### src/rtl/detector_sentido.sv
// Parking lane direction decoder: debounced beam pair into a crossing FSM
// emitting one-cycle entrada/salida/error pulses and an ocupado flag.
module detector_sentido #(
  parameter int DEBOUNCE = 4,
  parameter int TIMEOUT  = 1000,
  parameter int CNT_W    = 16
) (
  input  logic clk,
  input  logic reset,
  input  logic sensor_ext,
  input  logic sensor_int,
  output logic entrada,
  output logic salida,
  output logic error,
  output logic ocupado
);

  typedef enum logic [2:0] {
    IDLE,
    E1,
    E2,
    E3,
    S1,
    S2,
    S3,
    WAIT_CLR
  } state_t;

  typedef enum logic [1:0] {
    EV_NONE,
    EV_IN,
    EV_OUT,
    EV_ERR
  } ev_t;

  logic [1:0] raw;
  logic [1:0] filt;
  logic       ext_f;
  logic       int_f;

  assign raw   = {sensor_ext, sensor_int};
  assign ext_f = filt[1];
  assign int_f = filt[0];

  genvar g;
  for (g = 0; g < 2; g++) begin : g_deb
    logic             s1;
    logic             s2;
    logic             f;
    logic [CNT_W-1:0] cnt;

    // Two-flop sync, then accept a new level only after DEBOUNCE stable cycles
    always_ff @(posedge clk or negedge reset) begin
      if (!reset) begin
        s1  <= 1'b0;
        s2  <= 1'b0;
        f   <= 1'b0;
        cnt <= '0;
      end else begin
        s1 <= raw[g];
        s2 <= s1;
        if (s2 == f) begin
          cnt <= '0;
        end else if (cnt == CNT_W'(DEBOUNCE - 1)) begin
          f   <= s2;
          cnt <= '0;
        end else begin
          cnt <= cnt + 1'b1;
        end
      end
    end

    assign filt[g] = f;
  end

  state_t           state;
  state_t           nxt;
  ev_t              ev;
  logic [CNT_W-1:0] tcnt;
  logic             chain;

  assign chain = (state != IDLE) && (state != WAIT_CLR);

  // Next state and event from the filtered beam pair, timeout last
  always_comb begin
    nxt = state;
    ev  = EV_NONE;
    unique case (state)
      IDLE: begin
        case ({ext_f, int_f})
          2'b10:   nxt = E1;
          2'b01:   nxt = S1;
          2'b11: begin
            nxt = WAIT_CLR;
            ev  = EV_ERR;
          end
          default: nxt = IDLE;
        endcase
      end
      E1: begin
        case ({ext_f, int_f})
          2'b11:   nxt = E2;
          2'b00:   nxt = IDLE;
          2'b01: begin
            nxt = WAIT_CLR;
            ev  = EV_ERR;
          end
          default: nxt = E1;
        endcase
      end
      E2: begin
        case ({ext_f, int_f})
          2'b01:   nxt = E3;
          2'b10:   nxt = E1;
          2'b00: begin
            nxt = WAIT_CLR;
            ev  = EV_ERR;
          end
          default: nxt = E2;
        endcase
      end
      E3: begin
        case ({ext_f, int_f})
          2'b00: begin
            nxt = IDLE;
            ev  = EV_IN;
          end
          2'b11:   nxt = E2;
          2'b10: begin
            nxt = WAIT_CLR;
            ev  = EV_ERR;
          end
          default: nxt = E3;
        endcase
      end
      S1: begin
        case ({ext_f, int_f})
          2'b11:   nxt = S2;
          2'b00:   nxt = IDLE;
          2'b10: begin
            nxt = WAIT_CLR;
            ev  = EV_ERR;
          end
          default: nxt = S1;
        endcase
      end
      S2: begin
        case ({ext_f, int_f})
          2'b10:   nxt = S3;
          2'b01:   nxt = S1;
          2'b00: begin
            nxt = WAIT_CLR;
            ev  = EV_ERR;
          end
          default: nxt = S2;
        endcase
      end
      S3: begin
        case ({ext_f, int_f})
          2'b00: begin
            nxt = IDLE;
            ev  = EV_OUT;
          end
          2'b11:   nxt = S2;
          2'b01: begin
            nxt = WAIT_CLR;
            ev  = EV_ERR;
          end
          default: nxt = S3;
        endcase
      end
      default: begin
        if ({ext_f, int_f} == 2'b00) nxt = IDLE;
      end
    endcase
    if (chain && nxt == state &&
        tcnt == CNT_W'(TIMEOUT - 1)) begin
      nxt = WAIT_CLR;
      ev  = EV_ERR;
    end
  end

  // State, dwell counter and registered pulse outputs
  always_ff @(posedge clk or negedge reset) begin
    if (!reset) begin
      state   <= IDLE;
      tcnt    <= '0;
      entrada <= 1'b0;
      salida  <= 1'b0;
      error   <= 1'b0;
      ocupado <= 1'b0;
    end else begin
      state   <= nxt;
      entrada <= (ev == EV_IN);
      salida  <= (ev == EV_OUT);
      error   <= (ev == EV_ERR);
      ocupado <= (nxt != IDLE);
      if (nxt != state || !chain) tcnt <= '0;
      else                        tcnt <= tcnt + 1'b1;
    end
  end

endmodule

### config.mk
export PLATFORM = sky130hd
export DESIGN_NAME = detector_sentido
export DESIGN_NICKNAME = d
export VERILOG_FILES = /design/src/rtl/detector_sentido.sv
export SDC_FILE = /design/constraint.sdc
export NUM_CORES = 1
export LEC_CHECK = 0
export ABC_AREA = 1
export BUFFER_PORTS_ARGS = -buffer_cell sky130_fd_sc_hd__clkbuf_2
export CAP_MARGIN = 20
export CORE_MARGIN = 3
export CORE_UTILIZATION = 45
export CTS_CLUSTER_DIAMETER = 200
export DETAILED_ROUTE_END_ITERATION = 8
export SETUP_SLACK_MARGIN = 0.15
export SYNTH_ARGS = -nofsm -noshare
export SYNTH_HDL_FRONTEND = slang
export SYNTH_SLANG_ARGS = --single-unit
### constraint.sdc
create_clock -name clk -period 2.62 [get_ports clk]
set_input_delay 0.393 -clock clk [delete_from_list [all_inputs] [get_ports clk]]
set_output_delay 0.393 -clock clk [all_outputs]
set_load 0.02 [all_outputs]
# Yosys cells after proc, flatten, opt, wreduce, memory -nomap -nowiden
# Index checks and enable logic that the tools add are counted.
totals:
  ff_bits: 61
  latchBits: 0
  ram_bits: 0
  mem_bits_ro: 0
  inputBits: 4
  memories: 0
op_classes:
  addsub: 3
  n_mul: 0
  div_mod_pow: 0
  n_lt_le_gt_ge: 0
  eq_ne: 20
  shifts: 0
  n_mux: 23
  bitwise_logic: 2
  n_reduce_logical: 12
op_table:
  columns: ["cell", "n"]
  rows:
  - ["two-way mux 16 bit", 5]
  - ["one-hot mux 3 bit (3 select lines)", 6]
  - ["adder 16 x 1 -> 16 bit (second input constant)", 3]
  - ["equality test 16 x 2 -> 1 bit (second input constant)", 2]
  - ["one-hot mux 3 bit (7 select lines)", 1]
  - ["equality test 16 x 10 -> 1 bit (second input constant)", 1]
  - ["one-hot mux 2 bit (6 select lines)", 1]
  - ["two-way mux 2 bit", 5]
  - ["equality test 3 bit (second input constant)", 3]
  - ["equality test 2 bit (second input constant)", 4]
  - ["one-hot mux 2 bit (2 select lines)", 2]
  - ["equality test 3 x 2 -> 1 bit (second input constant)", 2]
  - ["two-way mux 3 bit", 2]
  - ["one-hot mux 2 bit (3 select lines)", 1]
  - ["nonzero test 3 bit", 2]
  - ["equality test 2 x 1 -> 1 bit (second input constant)", 2]
  - ["AND reduction 2 bit", 2]
  - ["equality test 3 x 1 -> 1 bit (second input constant)", 1]
  - ["equality test 3 bit", 1]
  - ["logical AND 1 bit", 3]
  - ["zero test 3 bit", 1]
  - ["inequality test 3 bit", 1]
  - ["inequality test 3 bit (second input constant)", 1]
  - ["equality test 1 bit", 2]
  - ["other kinds (5)", 6]

# Longest topological paths before layout
# Gate-level depths: netlist (run 1).
depth:
  depth_word: 10
  mapped_depth: 18

# Worst setup path before layout (run 1)
# No wires, ideal clock.
synth_path:
  path_type: "register to register"
  from: "register g_deb[1].f, in the netlist ext_f"
  to: "register tcnt[13]"
  setup_time_ns: 0.124
  t_arrival_ns: 1.957
  path_slack_ns: 0.540
  stages_incl_launch_ff: 18
  n_path_buf: 1
  path_cell_list: "dfrtp_1 > inv_1 > ha_1 > inv_1 > nand2_1 > nand3_1 > nand2_1 > nor2_1 > nand2_2 > nand2_1 > nand2_1 > nor2_2 > nand2_4 > nand2_2 > nand2_2 > nand2_4 > buf_6 > nor3_2"
synth_between:
  elab_chain_len: 10
  elab_cells_between_ends: 20
  cone_classes: "5 x eq/ne; 11 x mux; 4 x reduce/logical"
synth_rtl:
  columns: ["element", "line_no", "source"]
  rows:
  - ["start, declared", "49", "logic f;"]
  - ["start signal, assigned", "57", "f <= 1'b0;"]
  - ["start signal, assigned", "65", "f <= s2;"]
  - ["equality test 2 x 1 -> 1 bit, or another cell as far along", null, null]
  - ["one-hot mux 3 bit (3 select lines), or another cell as far along", "159", "case ({ext_f, int_f})"]
  - ["one-hot mux 3 bit (7 select lines) *", "88", "unique case (state)"]
  - ["equality test 3 bit", "176", "if (chain && nxt == state &&"]
  - ["logical AND 1 bit (2 in a row)", "176", null]
  - ["two-way mux 3 bit *", "176", null]
  - ["net nxt[0]", "77", "state_t nxt;"]
  - ["inequality test 3 bit *", "198", "if (nxt != state || !chain) tcnt <= '0;"]
  - ["logical OR 1 bit *", "198", null]
  - ["two-way mux 16 bit *", "198", null]
  - ["end signal, assigned", "199", "else tcnt <= tcnt + 1'b1;"]
  - ["end, declared", "79", "logic [CNT_W-1:0] tcnt;"]
# The timed path passes the listed nets; every way through them passes the cells marked *.
# A chain may end at the register's enable or synchronous reset.

# Final worst setup path (run 1)
layout_path:
  from: "register g_deb[0].f"
  to: "register tcnt[4]"
layout_between:
  elab_chain_len: 10
  elab_cells_between_ends: 20
  cone_classes: "5 x eq/ne; 11 x mux; 4 x reduce/logical"
layout_rtl:
  columns: ["element", "line_no"]
  rows:
  - ["start, declared", "49"]
  - ["start signal, assigned", "57"]
  - ["start signal, assigned", "65"]
  - ["equality test 2 x 1 -> 1 bit, or another cell as far along", null]
  - ["one-hot mux 3 bit (3 select lines), or another cell as far along", "159"]
  - ["one-hot mux 3 bit (7 select lines) *", "88"]
  - ["equality test 3 bit", "176"]
  - ["logical AND 1 bit (2 in a row)", "176"]
  - ["two-way mux 3 bit *", "176"]
  - ["net nxt[1]", "77"]
  - ["inequality test 3 bit *", "198"]
  - ["logical OR 1 bit *", "198"]
  - ["two-way mux 16 bit *", "198"]
# Marks and branches as above.

==> results of run 1 <==
==> cells in the mapped netlist (3+ instances only) <==
library cell,count
inv_2,3
nand2_2,11
o21ai_0,8
nand2_1,77
xor2_1,14
nand4_1,10
nor3b_1,5
xnor2_1,6
a21oi_1,14
nor3_2,12
nand2_4,4
nor3_1,24
nand3_1,20
nor2_1,62
nor4_1,7
inv_1,39
nor2_2,5
ha_1,11
dfrtp_1,61
buf_6,3
==> routing by layer <==
| layer | track usage [%] | wire length, um |
|---|---|---|
| met2 | 25.68 | 2962 |
| met5 | 0 | 0 |
| met1 | 20.86 | 3130 |
| met4 | 6.471 | 90 |
| met3 | 4.630 | 253 |
==> cell families after synthesis <==
| logic type | share of synthesized area [%] |
|---|---|
| buffers and inverters | 6.174 |
| AOI/OAI and AO/OA | 4.400 |
| xor gates and xnor gates | 5.176 |
| muxes | 0.3327 |
| adders and majority gates | 4.066 |
| DFF | 45.10 |
| and+or+nand+nor | 34.75 |
==> power groups by stage <==
stage / clock, W / combinational (W) / sequential, W
finish: 0.000723 / 0.00177 / 0.00117
floorplan: 0 / 0.00139 / 0.00117
CTS: 0.000755 / 0.00163 / 0.00117
global placement: 0 / 0.00162 / 0.00119
detailed placement: 0 / 0.00163 / 0.00119
global route: 0.000795 / 0.00197 / 0.00119
==> worst max path at each step <==
stage,start,endpoint,slack (ps),cells past startpoint
after floorplan,ext_f,tcnt[13],540,17
after global placement,g_deb[0].f,tcnt[4],270,16
after detailed placement,ext_f,tcnt[2],240,15
after CTS,g_deb[0].f,tcnt[3],230,15
after global routing,g_deb[0].f,tcnt[4],150,15
final,g_deb[0].f,tcnt[4],340,15
==> worst max-delay path, stage by stage, from the launching register on <==
cell and delay, ps:
dfrtp_2 410, inv_1 110, ha_1 260, inv_1 120
nand2_1 90, nand3_1 90, nand2_1 50, nor2_1 140
nand2_2 110, a21oi_4 160, nor2_2 60, nand2_4 110
nand2_4 60, nand2_2 100, nand2_8 120, nor3_1 190
==> registers in the layout (all words and copies together) (netlist names) <==
signal	flops
g_deb.s1	2
error	1
ocupado	1
g_deb.cnt	32
g_deb.f	1
entrada	1
state	3
salida	1
ext_f	1
g_deb.s2	2
tcnt	16
==> placed cells by master (no fill, tap or decap), types with 3 or more instances in the layout <==
master,count
clkbuf_2,7
nand4_1,10
nor2_1,62
xnor2_1,6
nand2_2,11
ha_1,11
nand3_1,20
nand2_1,77
clkbuf_8,11
inv_2,3
xor2_1,14
buf_4,4
nor3_1,21
nor4_1,7
a21oi_1,14
o21ai_0,8
inv_1,39
nor3_2,15
dfrtp_1,59
nor3b_1,5
nor2_2,5
==> stage by stage <==
stage               instance area [um^2]  power [W]
CTS                                 3679   0.003557
finish                              3736   0.003659
global placement                    3513   0.002806
floorplan                           3385   0.002567
global route                        3736   0.003955
detailed placement                  3513   0.002817
==> layout make-up <==
class                   instances  area, um^2
clock buffers                  12       155.1
clock inverters                 2       10.01
fillers                       698        3321
inverters                      44       167.7
multi-input cells             299        1689
flip-flops and latches         61        1529
well taps                      96       120.1
repair buffers                 11       65.06
==> what timing repair did <==
action | 4_1_cts | 5_1_grt
setup endpoints to repair | 0 | 16
gates resized for setup | 0 | 8
hold buffers | 0 | 0
setup buffers | 0 | 2
==> out/qor.yml, run 1 <==
clock-skew-final_ps: 5.876
reg2reg_to: "tcnt[4]"
grt_overflow_total: 0
synth_nets: 423
dp_slack_ps: 237.9
gp_congestion: 0.8730
antenna_found_initial: 0
ir_drop_uv: 504.8
ys_seq_elements: 61
syn_to_final_growth_pct: 10.39
post-dp-hpwl_um: 4618
hold_ws_ps: 5.630
fmax_mhz: 439.2
cts_root_buf: "clkbuf_8"
cts_buffers: 9
fin_nets: 441
crit_path_max_fanout: 16
vias: 2644
grt_pass1_wl_um: 11150
p_int_w: 0.001968
maxCapViolCount: 0
worstMarginPinSlew_ps: 489.2
drt-vias-per-instance: 5.036
start_kind: "register"
r2r_cells: 15
cts.clk_slew.worst_paths_ps: 60
post-route-util_pct: 52.94
clk_path_buf_depth: 2
grt_max_degree: 26
leakage_nw: 1.664
antenna-diode-count: 0
cts_htree_levels: 3
yosys.cell_types.count: 32
grt_pass1_vias: 2570
netlist_area_mm2: 0.003384
fp.dieW_um: 92.73
p_seq_share_pct: 32.0
async_flop_share_pct: 100.0
ios: 8
instances_no_fill: 525
placed_cells: 509
synth.top_cell.area_share_pct: 45.10
synth_top_area_cell: "dfrtp_1"
crit_type: "register to register"
rows: 30
synth_edf_count: 0
initial_core_util_pct: 47.96
powerDensity_mw_per_mm2: 979.3
io_buffer_count: 7
cp.arrival_ps: 2530
fin_crit_sh_pct: 86.91
outcome: "finished, final reports clean"
setup-violations-final: 0
core_mm2: 0.007057
rsz0062_at_grt: "no"
yosysWarnings: 0
synthFlopType: "dfrtp_1"
required_ps: 2870
reg2reg_from: "g_deb[0].f"
hold_path.class: "primary input to asynchronous set/reset pin"
ant_nets: 0
syn-instance-count: 408
p_sw_share_pct: 46.20
clock_power_share_pct: 19.8
yosysSeqAreaShare_pct: 45.10
synthTopCellsByArea: "dfrtp_1, nand2_1, nor2_1"
dieArea_mm2: 0.008598
finalWorstSetupSlack_ps: 343.0
cts_tree: "yes"
numClockSinks: 61
drt_iter0_drc: 102
insertion_delay_ps: 340
period_minus_slack_ps: 2277
drive_above_1_share_pct: 16.08
routed_wirelength_um: 6436
maxSlewHeadroom_pct: 67.39
setup-tns-final_ps: 0
dr.pass1.iters: 4
wire_per_inst_um: 12.26
hold_viol: 0
drv_slew: 0
avgSynthCellArea_um2: 8.295
rrSetupSlack_ps: 340
fp.dieH_um: 92.73
p_comb_share_pct: 48.3
drc: 0
p_sw_w: 0.001690
critPathCaptureType: "register"
grt_usage_pct: 16.19
Note: power is estimated with default switching activity, not from simulation.
==> inputs of run 2 (changes only) <==
- clock period: 2.62 -> 2.9 ns (I/O delays scaled with it)
==> run 2 against run 1 <==
  * Die area unchanged
  * Clock-buffer cell count decreased by 2
  * Largest cell class unchanged
  * Maximum frequency is 5.0% lower
  * Worst setup slack better by 160 ps
  * Largest power group unchanged
  * Total power shrank 11%
  * Register-to-register slack improved by 160 ps
  * Global-route usage is 0.14 points higher
==> out/qor.yml, run 2 (same netlist as run 1, synthesis figures left out) <==
drt_iter0_drc: 110  # +7.8%
dr.pass1.iters: 4  # unchanged
post-dp-hpwl_um: 4502  # -2.5%
cts_root_buf: "clkbuf_8"
setup-tns-final_ps: 0  # unchanged
gp_congestion: 0.8673  # -0.65%
clock-skew-final_ps: 5.191  # -0.6850 ps
rsz0062_at_grt: "no"
worstMarginPinSlew_ps: 770.0  # +280.9 ps
cts_resized: 0  # unchanged
start_kind: "register"
startpoint: "g_deb[0].f"
core_mm2: 0.007057  # unchanged
reg2reg_from: "g_deb[0].f"
fp.dieW_um: 92.73  # unchanged
vias: 2612  # -1.2%
insertion_delay_ps: 330  # about the same
cts.clk_slew.worst_paths_ps: 70  # about the same
outcome: "finished, final reports clean"
fin_crit_sh_pct: 82.61  # -4.3 points
io_buffer_count: 7  # unchanged
numClockSinks: 61  # unchanged
hold_path.class: "primary input to asynchronous set/reset pin"
grt_pass1_wl_um: 11280  # +1.2%
maxCapViolCount: 0  # unchanged
drv_slew: 0  # unchanged
grt_overflow_total: 0  # unchanged
top_regs: "g_deb.cnt (32), tcnt (16), state (3)"
fmax_mhz: 417.4  # -5.0%
cp.arrival_ps: 2610  # +80 ps
crit_slowest_cell: "dfrtp_1"
rrSetupSlack_ps: 500  # +160 ps
grt_max_degree: 34  # +31%
hold_buffers: 0  # unchanged
cpMostUsedCell: "nand2_1"
layout_common_cells: "nand2_1, nor2_1, dfrtp_1"
syn_to_final_growth_pct: 9.612
cts_htree_levels: 3  # unchanged
grt_pass1_vias: 2536  # -1.3%
maxSlewHeadroom_pct: 48.66  # -19 points
grt_usage_pct: 16.33  # +0.14 points
setup-violations-final: 0  # unchanged
post-cts-setup-buffer-count: 0  # unchanged
ios: 8  # unchanged
r2r_cells: 16  # +1
routed_wirelength_um: 6300  # -2.1%
layout_commonest_cell: "nand2_1"
powerDensity_mw_per_mm2: 878.7  # -10%
crit_path_max_fanout: 16  # unchanged
antenna-diode-count: 0  # unchanged
leakage_nw: 1.659  # -0.32%
crit_type: "register to register"
clk_path_buf_depth: 2  # unchanged
rows: 30  # unchanged
instances_no_fill: 524  # -0.19%
cts_buffers: 9  # unchanged
largest_register: "g_deb.cnt"
cts_tree: "yes"
drive_above_1_share_pct: 14.72  # -1.4 points
largest_reg_flops: 32  # unchanged
period_minus_slack_ps: 2396  # +118.8 ps
max_stage_delay_ps: 460  # +50 ps
fin_nets: 438  # -0.68%
fp.dieH_um: 92.73  # unchanged
wire_per_inst_um: 12.02  # -1.9%
worstPathCellList: "inv_1, ha_1, inv_1, nand2_1, nand3_1, nand2_1, nor2_1, nand2_2, nand2_1, nand2_1, nor2_2, nand2_4, nand2_2, nand2_2, nand2_4, nor3_1"
initial_core_util_pct: 47.96  # unchanged
ant_nets: 0  # unchanged
reg2reg_to: "tcnt[0]"
p_total_w: 0.003260  # -11%
ir_drop_uv: 430.6  # -15%
required_ps: 3110  # +240 ps
critPathCaptureType: "register"
hold_viol: 0  # unchanged
drc: 0  # unchanged
dieArea_mm2: 0.008598  # unchanged
antenna_found_initial: 0  # unchanged
placed_cells: 508  # -0.20%
drt-vias-per-instance: 4.985  # -1.0%
[run 2: cell count changes in the layout (fill, tap and decap cells not counted), sizes merged]
cell,delta
buf,-3
clkbuf,-2
clkinvlp,+2
bufinv,+1
clkinv,+1
[run 2: through the flow]
step           hold slack [ps]  cell area [um^2]  setup slack [ps]  util (%)
2_1_floorplan            139.4              3385             819.6         -
3_3_place_gp             335.4              3518             561.3     49.86
3_5_place_dp             341.8              3518             530.1     49.86
4_1_cts                  181.3              3710             524.2     52.57
5_1_grt                  173.9              3710             275.8     52.57
6_report                 163.7              3710             504.2     52.57
[run 2: final cells by class]
type,count,area (um^2)
Tap cell,96,120.1
Sequential cell,61,1526
Inverter,44,167.7
Fill cell,699,3347
Timing Repair Buffer,8,55.05
Multi-Input combinational cell,299,1649
Clock inverter,6,63.81
Clock buffer,10,127.6
[run 2: metal layers]
metal,vias up,share of wire [%],track usage (%)
met5,-,0,0
met4,0,1.3,5.495
met3,8,3.0,4.630
met2,24,45,25.68
met1,1227,50,21.68
li1,1353,-,-
[run 2: worst max-delay path by stage]
stage / end / slack [ps] / depth (start not counted)
6_report: tcnt[0] / 500 / 16
5_1_grt: tcnt[3] / 280 / 16
3_3_place_gp: tcnt[4] / 560 / 15
2_1_floorplan: tcnt[13] / 820 / 17
4_1_cts: tcnt[15] / 520 / 15
3_5_place_dp: tcnt[2] / 530 / 15
[run 2: critical path, delay by kind of cell, from the launching register on]
family | cells | cell delay, ps
DFF | 1 | 460
adders and majority gates | 1 | 260
and+or+nand+nor | 13 | 1260
buffers and inverters | 2 | 270
[run 2: report_power, final]
group | switching [W] | internal (W) | leakage [nW]
registers | 0.000110 | 0.000951 | 0.822
clock network | 0.000340 | 0.000395 | 0.0923
logic | 0.00104 | 0.000426 | 0.745
total | 0.00149 | 0.00177 | 1.66
